--- config.mk ---
export PLATFORM = sky130hd
export DESIGN_NAME = ps2_device_core
export DESIGN_NICKNAME = d
export VERILOG_FILES = /design/src/rtl/ps2_device_core.sv
export SDC_FILE = /design/constraint.sdc
export NUM_CORES = 1
export LEC_CHECK = 0
export BUFFER_PORTS_ARGS = -buffer_cell sky130_fd_sc_hd__buf_2
export CORE_MARGIN = 1.5
export CORE_UTILIZATION = 53
export DETAILED_ROUTE_END_ITERATION = 8
export PLACE_DENSITY = 0.77
export SLEW_MARGIN = 20
export SYNTH_ARGS = -nofsm -noshare
export SYNTH_HDL_FRONTEND = slang
export SYNTH_SLANG_ARGS = --single-unit
--- constraint.sdc ---
create_clock -name clk -period 2.6 [get_ports clk]
set_clock_uncertainty 0.15 [all_clocks]
set_input_delay 0.52 -clock clk [delete_from_list [all_inputs] [get_ports clk]]
set_output_delay 0.52 -clock clk [all_outputs]
set_load 0.01 [all_outputs]
--- src/rtl/ps2_device_core.sv ---
// PS2 device-side link core (keyboard/mouse end).
// Generates the PS2 clock, transmits device-to-host frames and receives
// host-to-device command frames, answering each good frame with an ack pulse.
// Both lines are open-drain: a *_w output of 1 pulls the line low, and the
// matching *_o drive value is always 0.
module ps2_device_core #(
  parameter int CLK     = 50,  // system clock in MHz
  parameter int HALF_US = 40,  // PS2 clock half-period in us
  parameter int IDLE_US = 50   // bus-idle time needed before a transmit, in us
) (
  input  logic       clk,
  input  logic       rst,
  input  logic       ps2_clk_i,
  output logic       ps2_clk_w,
  output logic       ps2_clk_o,
  input  logic       ps2_data_i,
  output logic       ps2_data_w,
  output logic       ps2_data_o,
  input  logic       send_req,
  input  logic [7:0] send_data,
  output logic       send_ack,
  output logic       send_done,
  output logic       send_abort,
  output logic [7:0] rcv_data,
  output logic       rcv_vld,
  output logic       rcv_parity_err,
  output logic       rcv_frame_err,
  output logic       idle
);

  localparam int T_CYC = CLK * HALF_US;
  localparam int I_CYC = CLK * IDLE_US;
  localparam int TW    = (T_CYC > 1) ? $clog2(T_CYC) : 1;
  localparam int IW    = (I_CYC > 0) ? $clog2(I_CYC + 1) : 1;

  localparam logic [TW-1:0] T_LAST = TW'(T_CYC - 1);
  localparam logic [IW-1:0] I_SAT  = IW'(I_CYC);

  typedef enum logic [2:0] {
    ST_IDLE     = 3'd0,
    ST_TX_HIGH  = 3'd1,
    ST_TX_LOW   = 3'd2,
    ST_RX_LOW   = 3'd3,
    ST_RX_HIGH  = 3'd4,
    ST_ACK_LOW  = 3'd5,
    ST_ACK_HIGH = 3'd6
  } state_e;

  // Odd-parity bit for a data byte: makes the nine-bit total odd.
  function automatic logic odd_parity_bit(input logic [7:0] d);
    return ~(^d);
  endfunction

  // 1 when a received {parity, data} word carries an odd number of ones.
  function automatic logic odd_parity_ok(input logic [8:0] w);
    return ^w;
  endfunction

  // Synchronizers
  logic       clk_meta_q, sclk_q;
  logic       dat_meta_q, sdat_q;

  // FSM and datapath
  state_e     state_q, state_d;
  logic [TW-1:0] timer_q, timer_d;
  logic [3:0] bit_q, bit_d;
  logic [IW-1:0] idle_cnt_q, idle_cnt_d;
  logic [10:0] tx_shift_q, tx_shift_d;
  logic [8:0] rx_shift_q, rx_shift_d;
  logic [1:0] drv_hist_q;

  // Registered outputs
  logic       clk_w_q, clk_w_d;
  logic       data_w_q, data_w_d;
  logic       send_ack_q, send_ack_d;
  logic       send_done_q, send_done_d;
  logic       send_abort_q, send_abort_d;
  logic [7:0] rcv_data_q, rcv_data_d;
  logic       rcv_vld_q, rcv_vld_d;
  logic       rcv_perr_q, rcv_perr_d;
  logic       rcv_ferr_q, rcv_ferr_d;
  logic       idle_q, idle_d;

  logic       phase_end_s;
  logic       bus_idle_s;
  logic       rts_s;

  // Two-flop synchronizers for the sensed bus lines, plus a short history of
  // our own data drive so a line we just released is not mistaken for RTS.
  always_ff @(posedge clk or negedge rst) begin
    if (!rst) begin
      clk_meta_q <= 1'b1;
      sclk_q     <= 1'b1;
      dat_meta_q <= 1'b1;
      sdat_q     <= 1'b1;
      drv_hist_q <= 2'b00;
    end else begin
      clk_meta_q <= ps2_clk_i;
      sclk_q     <= clk_meta_q;
      dat_meta_q <= ps2_data_i;
      sdat_q     <= dat_meta_q;
      drv_hist_q <= {drv_hist_q[0], data_w_q};
    end
  end

  assign phase_end_s = (timer_q == T_LAST);
  assign bus_idle_s  = sclk_q & sdat_q;
  // Host request-to-send: clock released, data pulled low by the host.
  assign rts_s       = sclk_q & ~sdat_q & ~data_w_q & ~(|drv_hist_q);

  // Next-state, datapath and next-output logic for the link FSM.
  always_comb begin
    state_d      = state_q;
    timer_d      = phase_end_s ? '0 : (timer_q + TW'(1));
    bit_d        = bit_q;
    idle_cnt_d   = '0;
    tx_shift_d   = tx_shift_q;
    rx_shift_d   = rx_shift_q;
    rcv_data_d   = rcv_data_q;
    rcv_perr_d   = rcv_perr_q;
    send_ack_d   = 1'b0;
    send_done_d  = 1'b0;
    send_abort_d = 1'b0;
    rcv_vld_d    = 1'b0;
    rcv_ferr_d   = 1'b0;

    case (state_q)
      ST_IDLE: begin
        timer_d = '0;
        bit_d   = 4'd0;
        if (bus_idle_s) begin
          if (idle_cnt_q != I_SAT) begin
            idle_cnt_d = idle_cnt_q + IW'(1);
          end else begin
            idle_cnt_d = idle_cnt_q;
          end
        end else begin
          idle_cnt_d = '0;
        end
        if (rts_s) begin
          state_d = ST_RX_LOW;
        end else if (send_req && bus_idle_s && (idle_cnt_q == I_SAT)) begin
          tx_shift_d = {1'b1, odd_parity_bit(send_data), send_data, 1'b0};
          send_ack_d = 1'b1;
          idle_cnt_d = '0;
          state_d    = ST_TX_HIGH;
        end else begin
          state_d = ST_IDLE;
        end
      end

      ST_TX_HIGH: begin
        if (phase_end_s) begin
          if (!sclk_q && (bit_q != 4'd10)) begin
            send_abort_d = 1'b1;
            state_d      = ST_IDLE;
          end else begin
            state_d = ST_TX_LOW;
          end
        end else begin
          state_d = ST_TX_HIGH;
        end
      end

      ST_TX_LOW: begin
        if (phase_end_s) begin
          if (bit_q == 4'd10) begin
            send_done_d = 1'b1;
            state_d     = ST_IDLE;
          end else begin
            bit_d      = bit_q + 4'd1;
            tx_shift_d = {1'b0, tx_shift_q[10:1]};
            state_d    = ST_TX_HIGH;
          end
        end else begin
          state_d = ST_TX_LOW;
        end
      end

      ST_RX_LOW: begin
        if (phase_end_s) begin
          state_d = ST_RX_HIGH;
        end else begin
          state_d = ST_RX_LOW;
        end
      end

      ST_RX_HIGH: begin
        if (phase_end_s) begin
          if (!sclk_q) begin
            state_d = ST_IDLE;
          end else if (bit_q == 4'd9) begin
            if (sdat_q) begin
              state_d = ST_ACK_LOW;
            end else begin
              rcv_ferr_d = 1'b1;
              state_d    = ST_IDLE;
            end
          end else begin
            rx_shift_d = {sdat_q, rx_shift_q[8:1]};
            bit_d      = bit_q + 4'd1;
            state_d    = ST_RX_LOW;
          end
        end else begin
          state_d = ST_RX_HIGH;
        end
      end

      ST_ACK_LOW: begin
        if (phase_end_s) begin
          state_d = ST_ACK_HIGH;
        end else begin
          state_d = ST_ACK_LOW;
        end
      end

      ST_ACK_HIGH: begin
        if (phase_end_s) begin
          rcv_data_d = rx_shift_q[7:0];
          rcv_perr_d = ~odd_parity_ok(rx_shift_q);
          rcv_vld_d  = 1'b1;
          state_d    = ST_IDLE;
        end else begin
          state_d = ST_ACK_HIGH;
        end
      end

      default: begin
        state_d = ST_IDLE;
        timer_d = '0;
        bit_d   = 4'd0;
      end
    endcase

    clk_w_d = (state_d == ST_TX_LOW) || (state_d == ST_RX_LOW) || (state_d == ST_ACK_LOW);
    if ((state_d == ST_TX_HIGH) || (state_d == ST_TX_LOW)) begin
      data_w_d = ~tx_shift_d[0];
    end else if ((state_d == ST_ACK_LOW) || (state_d == ST_ACK_HIGH)) begin
      data_w_d = 1'b1;
    end else begin
      data_w_d = 1'b0;
    end
    idle_d = (state_d == ST_IDLE);
  end

  // State register, datapath registers and registered outputs.
  always_ff @(posedge clk or negedge rst) begin
    if (!rst) begin
      state_q      <= ST_IDLE;
      timer_q      <= '0;
      bit_q        <= 4'd0;
      idle_cnt_q   <= '0;
      tx_shift_q   <= 11'd0;
      rx_shift_q   <= 9'd0;
      clk_w_q      <= 1'b0;
      data_w_q     <= 1'b0;
      send_ack_q   <= 1'b0;
      send_done_q  <= 1'b0;
      send_abort_q <= 1'b0;
      rcv_data_q   <= 8'd0;
      rcv_vld_q    <= 1'b0;
      rcv_perr_q   <= 1'b0;
      rcv_ferr_q   <= 1'b0;
      idle_q       <= 1'b1;
    end else begin
      state_q      <= state_d;
      timer_q      <= timer_d;
      bit_q        <= bit_d;
      idle_cnt_q   <= idle_cnt_d;
      tx_shift_q   <= tx_shift_d;
      rx_shift_q   <= rx_shift_d;
      clk_w_q      <= clk_w_d;
      data_w_q     <= data_w_d;
      send_ack_q   <= send_ack_d;
      send_done_q  <= send_done_d;
      send_abort_q <= send_abort_d;
      rcv_data_q   <= rcv_data_d;
      rcv_vld_q    <= rcv_vld_d;
      rcv_perr_q   <= rcv_perr_d;
      rcv_ferr_q   <= rcv_ferr_d;
      idle_q       <= idle_d;
    end
  end

  assign ps2_clk_w      = clk_w_q;
  assign ps2_clk_o      = 1'b0;
  assign ps2_data_w     = data_w_q;
  assign ps2_data_o     = 1'b0;
  assign send_ack       = send_ack_q;
  assign send_done      = send_done_q;
  assign send_abort     = send_abort_q;
  assign rcv_data       = rcv_data_q;
  assign rcv_vld        = rcv_vld_q;
  assign rcv_parity_err = rcv_perr_q;
  assign rcv_frame_err  = rcv_ferr_q;
  assign idle           = idle_q;

endmodule

**After elaboration in Yosys (flattened, before gate mapping)**

Cells that the tools add are included.
W data, S select, Z words.

- Register bits: 73
- Output and inout bits: 19
- Logic and storage cells: 131

- $add $sub $neg: 3
- Equal/unequal tests: 24
- Mux-type cells: 50
- Bitwise logic cells: 12
- Reductions and logical operators: 20

Operator list:

| kind | number |
|---|---|
| $mux W11 | 6 |
| $mux W12 | 5 |
| $mux W3 | 8 |
| $pmux W11 S2 | 1 |
| $pmux W3 S7 | 1 |
| $mux W1 | 20 |
| $mux W4 | 5 |
| $eq A3 B3 Y1 const B | 5 |
| $ne A2 B2 Y1 const B | 7 |
| $add A12 B1 Y12 const B | 1 |
| $eq A12 B12 Y1 const B | 1 |
| $eq A3 B2 Y1 const B | 4 |
| $ne A12 B12 Y1 const B | 1 |
| $pmux W4 S3 | 1 |
| $add A11 B1 Y11 const B | 1 |
| $eq A11 B11 Y1 const B | 1 |
| $reduce_xor A9 Y1 | 1 |
| $eq A4 B4 Y1 const B | 2 |
| $not A1 Y1 | 8 |
| $reduce_xor A8 Y1 | 1 |
| $eq A3 B1 Y1 const B | 2 |
| $logic_not A3 Y1 | 2 |
| $mux W2 | 3 |
| $reduce_and A6 Y1 | 1 |
| 13 further kinds | 21 |

**Depth between registers and ports, before layout**

- Depth in word-level cells: 10
- Depth in mapped cells: 8
- Mapped depth without buffers: 8

**Worst setup path after synthesis**

No wires, ideal clock.

- Kind: reg-to-reg
- Start point: register timer_q[5]
- End point: register data_w_q, in the netlist ps2_data_w
- Setup time: 0.073 ns
- Arrival time: 1.963 ns
- Required time: 2.377 ns
- Slack: 0.414 ns
- Stages on the path, launching flop included: 6
- Buffers on the path: 0
- Cells stage by stage: dfrtp_1 -> or3b_4 -> or3_4 -> o311a_1 -> or2_1 -> a2bb2oi_2

- Longest elaborated chain between the ends: 7
- Elaborated cells on any way between the ends: 19
- Classes of those cells: eq/ne (5); mux (11); bitwise (1); reduce/logical (2)

Ends and longest elaborated chain:

| element | line | RTL |
|---|---|---|
| start, declared | 65 | `logic [TW-1:0] timer_q, timer_d;` |
| start signal, assigned | 267 | `timer_q <= timer_d;` |
| $eq A11 B11 Y1 * | 106 | `assign phase_end_s = (timer_q == T_LAST);` |
| $mux W2 (tied with other cells) | 210 | `if (phase_end_s) begin` |
| $pmux W3 S7 | 127 | `case (state_q)` |
| $eq A3 B3 Y1 | 238 | `end else if ((state_d == ST_ACK_LOW) \|\| (state_d == ST_ACK_HIGH)) begin` |
| $logic_or A1 B1 Y1 | 238 |  |
| $mux W1 | 238 |  |
| $mux W1 * | 236 | `if ((state_d == ST_TX_HIGH) \|\| (state_d == ST_TX_LOW)) begin` |
| net data_w_d | 74 | `logic data_w_q, data_w_d;` |
| end signal, assigned | 273 | `data_w_q <= data_w_d;` |
| end, declared | 74 |  |

The timed path passes the listed nets; every way through them passes the cells marked *. The select of a mux whose other input is x is not followed.
A chain may end at the register's enable or synchronous reset.

**Worst setup path after layout**

- Start point: register timer_q[0]
- End point: register data_w_q, in the netlist ps2_data_w

Same word-level chain as after synthesis.

==> metrics.yaml <==
cts:
  h-tree-depth: 3
  hold_buffers: 0
  clock_path_buffers: 2
  cts_tree: "built"
  insertion_delay_ps: 350
  cts-root-buf: "clkbuf_8"
  cts_made_buffers: 9
  post_cts_resized: 0
  clk_pin_slew_ps: 80
  cts_setup_buffers: 0
  clock-sinks: 73
logic_synthesis:
  synth_top_area_share_pct: 49.0
  ys_ff_latch: 73
  synth-async-reset-ratio_pct: 100
  postSynthAreaPerCell_sq_um: 11.0
  netlist_area_sq_um: 3470
  ys.flop_type: "dfrtp_1"
  synth_edf_count: 0
  synth-seq-area-share_pct: 52.8
  ys_types: 60
  synth_cells: 315
  ys_top_cells_by_area: "dfrtp_1 49%, xnor2_1 6.3%, mux2_2 5.8%, nor2_1 3.9%, dfstp_2 3.8%"
  ys_warn_count: 0
  synth_top_cell_by_area: "dfrtp_1"
grt:
  grt.total_usage_pct: 19.5
  overflow: 0
  antenna_found_initial: 0
  grt_pass1_wl_mm: 10.8
  grt_max_degree: 74
  grt_pass1_vias: 2343
route:
  wirelength_mm: 6.12
  drt-initial-drc-count: 112
  drc_errors: 0
  via_count: 2365
  postRouteAntennaNets: 0
  wl_per_cell_um: 14.1
  drt_first_pass_iters: 4
  viasPerCell: 5.44
finish:
  n_antenna_cell: 0
  mostFrequentLayoutCells: "68 x dfrtp_1, 36 x nor2_1, 31 x nand2_1, 29 x buf_2, 25 x xnor2_1"
  fin_nets: 372
  instances_no_fill: 435
  drive_above_1_share_pct: 23.7
  ff_latch_area_sq_um: 1830
  final_area_sq_um: 3990
  syn_to_final_growth_pct: 14.8
  fin_util_pct: 62.8
  num-fill-cells: 502
  multi_input_area_sq_um: 1520
  final_common_cell: "dfrtp_1"
critical_path:
  arrival_ps: 2480
  cp_data_required_time_ps: 2730
  crit_chain: "ha_1 > nand3_1 > nor4_2 > nand3_4 > o311a_1 > or2_1 > a2bb2oi_2"
  max_stage_delay_ps: 430
  critPathMaxFanout: 10
  path_class: "reg -> reg"
  crit_slowest_cell: "nor4_2"
  worstSetupEndpointType: "flip-flop"
  cp-start-kind: "flip-flop"
placement:
  gp_congestion: 0.814
  io_buffer_count: 29
  dp_hpwl_mm: 4.27
  pre_cts_slack_ps: 288
  placed_cells: 419
  placed_area_sq_um: 3700
outcome:
  status: "finished clean"
sta:
  maxSlewHeadroom_pct: 54.7
  rsz0062_at_grt: "false"
  max_freq_ghz: 0.426
  tns_ps: 0
  slew_violations: 0
  finalHoldViolCount: 0
  tightestPinTransition_ps: 674
  finalSetupViolCount: 0
  finalCriticalPeriod_ps: 2350
  period_share_pct: 90.3
  timing.final.ws_setup_ps: 252
floorplanning:
  core_area_sq_um: 6350
  die_h_um: 84.0
  initial_core_util_pct: 54.7
  rows: 29
  io_pins: 32
  die_w_um: 84.0
  dieArea_sq_um: 7050
pwr:
  p_leak_uw: 0.00194
  ir_drop_v: 0.000524
  powerDensity_nw_per_um2: 617
job:
  max-cap-violations: 0
min_path:
  hold_path.class: "in -> async"
cell type report:
type	count	area share, %
repair buffers	35	5.08
clock buffers	11	3.54
inverters	13	1.22
well taps	77	2.42
flip-flops and latches	73	46.0
clock inverters	5	3.76
multi-input cells	221	38.0
sequential cells by signal (all words and copies together), names as in the netlist:
register,cells
rcv_vld,1
idle_cnt_q,12
bit_q,4
ps2_clk_w,1
send_abort,1
rcv_parity_err,1
sdat_q,1
state_q,3
ps2_data_w,1
sclk_q,1
timer_q,11
send_ack,1
rcv_frame_err,1
drv_hist_q,2
tx_shift_q,11
idle,1
rcv_data,8
clk_meta_q,1
send_done,1
rx_shift_q,9
dat_meta_q,1
cell usage after synthesis (2+ instances only):
library cell / number
buf_4: 3
nand3b_1: 2
nand2_1: 31
ha_1: 6
mux2i_1: 3
clkbuf_8: 2
o21ai_0: 2
xor2_1: 10
a22oi_1: 10
xnor2_1: 25
nor3_1: 9
a21oi_1: 5
dfrtp_1: 68
dfstp_2: 5
inv_1: 13
and2_2: 2
and3_1: 6
mux2_2: 18
nand3_1: 14
nand4_1: 5
a32oi_1: 2
nor2_1: 36
worst paths after layout:
kind | startpoint | end | slack (ps) | depth (start not counted)
setup / recovery | timer_q[0]$_DFF_PN0_ | ps2_data_w$_DFF_PN0_ | 250 | 7
hold / removal | rst | idle_cnt_q[6]$_DFF_PN0_ | 40 | 2
setup reg to reg | timer_q[0]$_DFF_PN0_ | ps2_data_w$_DFF_PN0_ | 250 | 7
hold reg to reg | dat_meta_q$_DFF_PN1_ | sdat_q$_DFF_PN1_ | 210 | 0
max in group asynchronous | rst | idle$_DFF_PN1_ | 1930 | 2
min in group clk | ps2_clk_i | clk_meta_q$_DFF_PN1_ | 120 | 1
metal layers:
layer / vias up / GRT usage (%) / routed length [um]
li1: 1163 / - / -
met1: 1149 / 25.6 / 2770
met2: 44 / 31.3 / 2990
met3: 9 / 5.04 / 263
met4: 0 / 7.30 / 101
met5: - / 0 / 0
power by group:
group | total (uW) | switching, uW | internal (uW)
logic | 58.8 | 36.1 | 22.7
clock network | 1260 | 401 | 858
registers | 1140 | 2.63 | 1140
critical path: cells and delay by family (launching register included):
| family | cells | cell delay, ps |
|---|---|---|
| simple gates | 4 | 1120 |
| flops | 1 | 410 |
| compound gates | 2 | 370 |
| fa+ha+maj | 1 | 220 |
stage by stage:
step           hold WS, ps  power [uW]
2_1_floorplan         74.4        1190
3_3_place_gp           197        1230
3_5_place_dp           203        1230
4_1_cts               42.0        2490
5_1_grt               56.9        2540
6_report              36.2        2460
cells by family after synthesis:
family	Yosys count	share of synthesized area, %
mux	21	6.70
other cells	1	0.108
simple gates	125	18.8
flops	73	52.8
fa+ha+maj	6	2.16
compound gates	32	6.99
xor+xnor	35	8.83
buf+inv	22	3.67
Power figures use the tool's default switching activity.
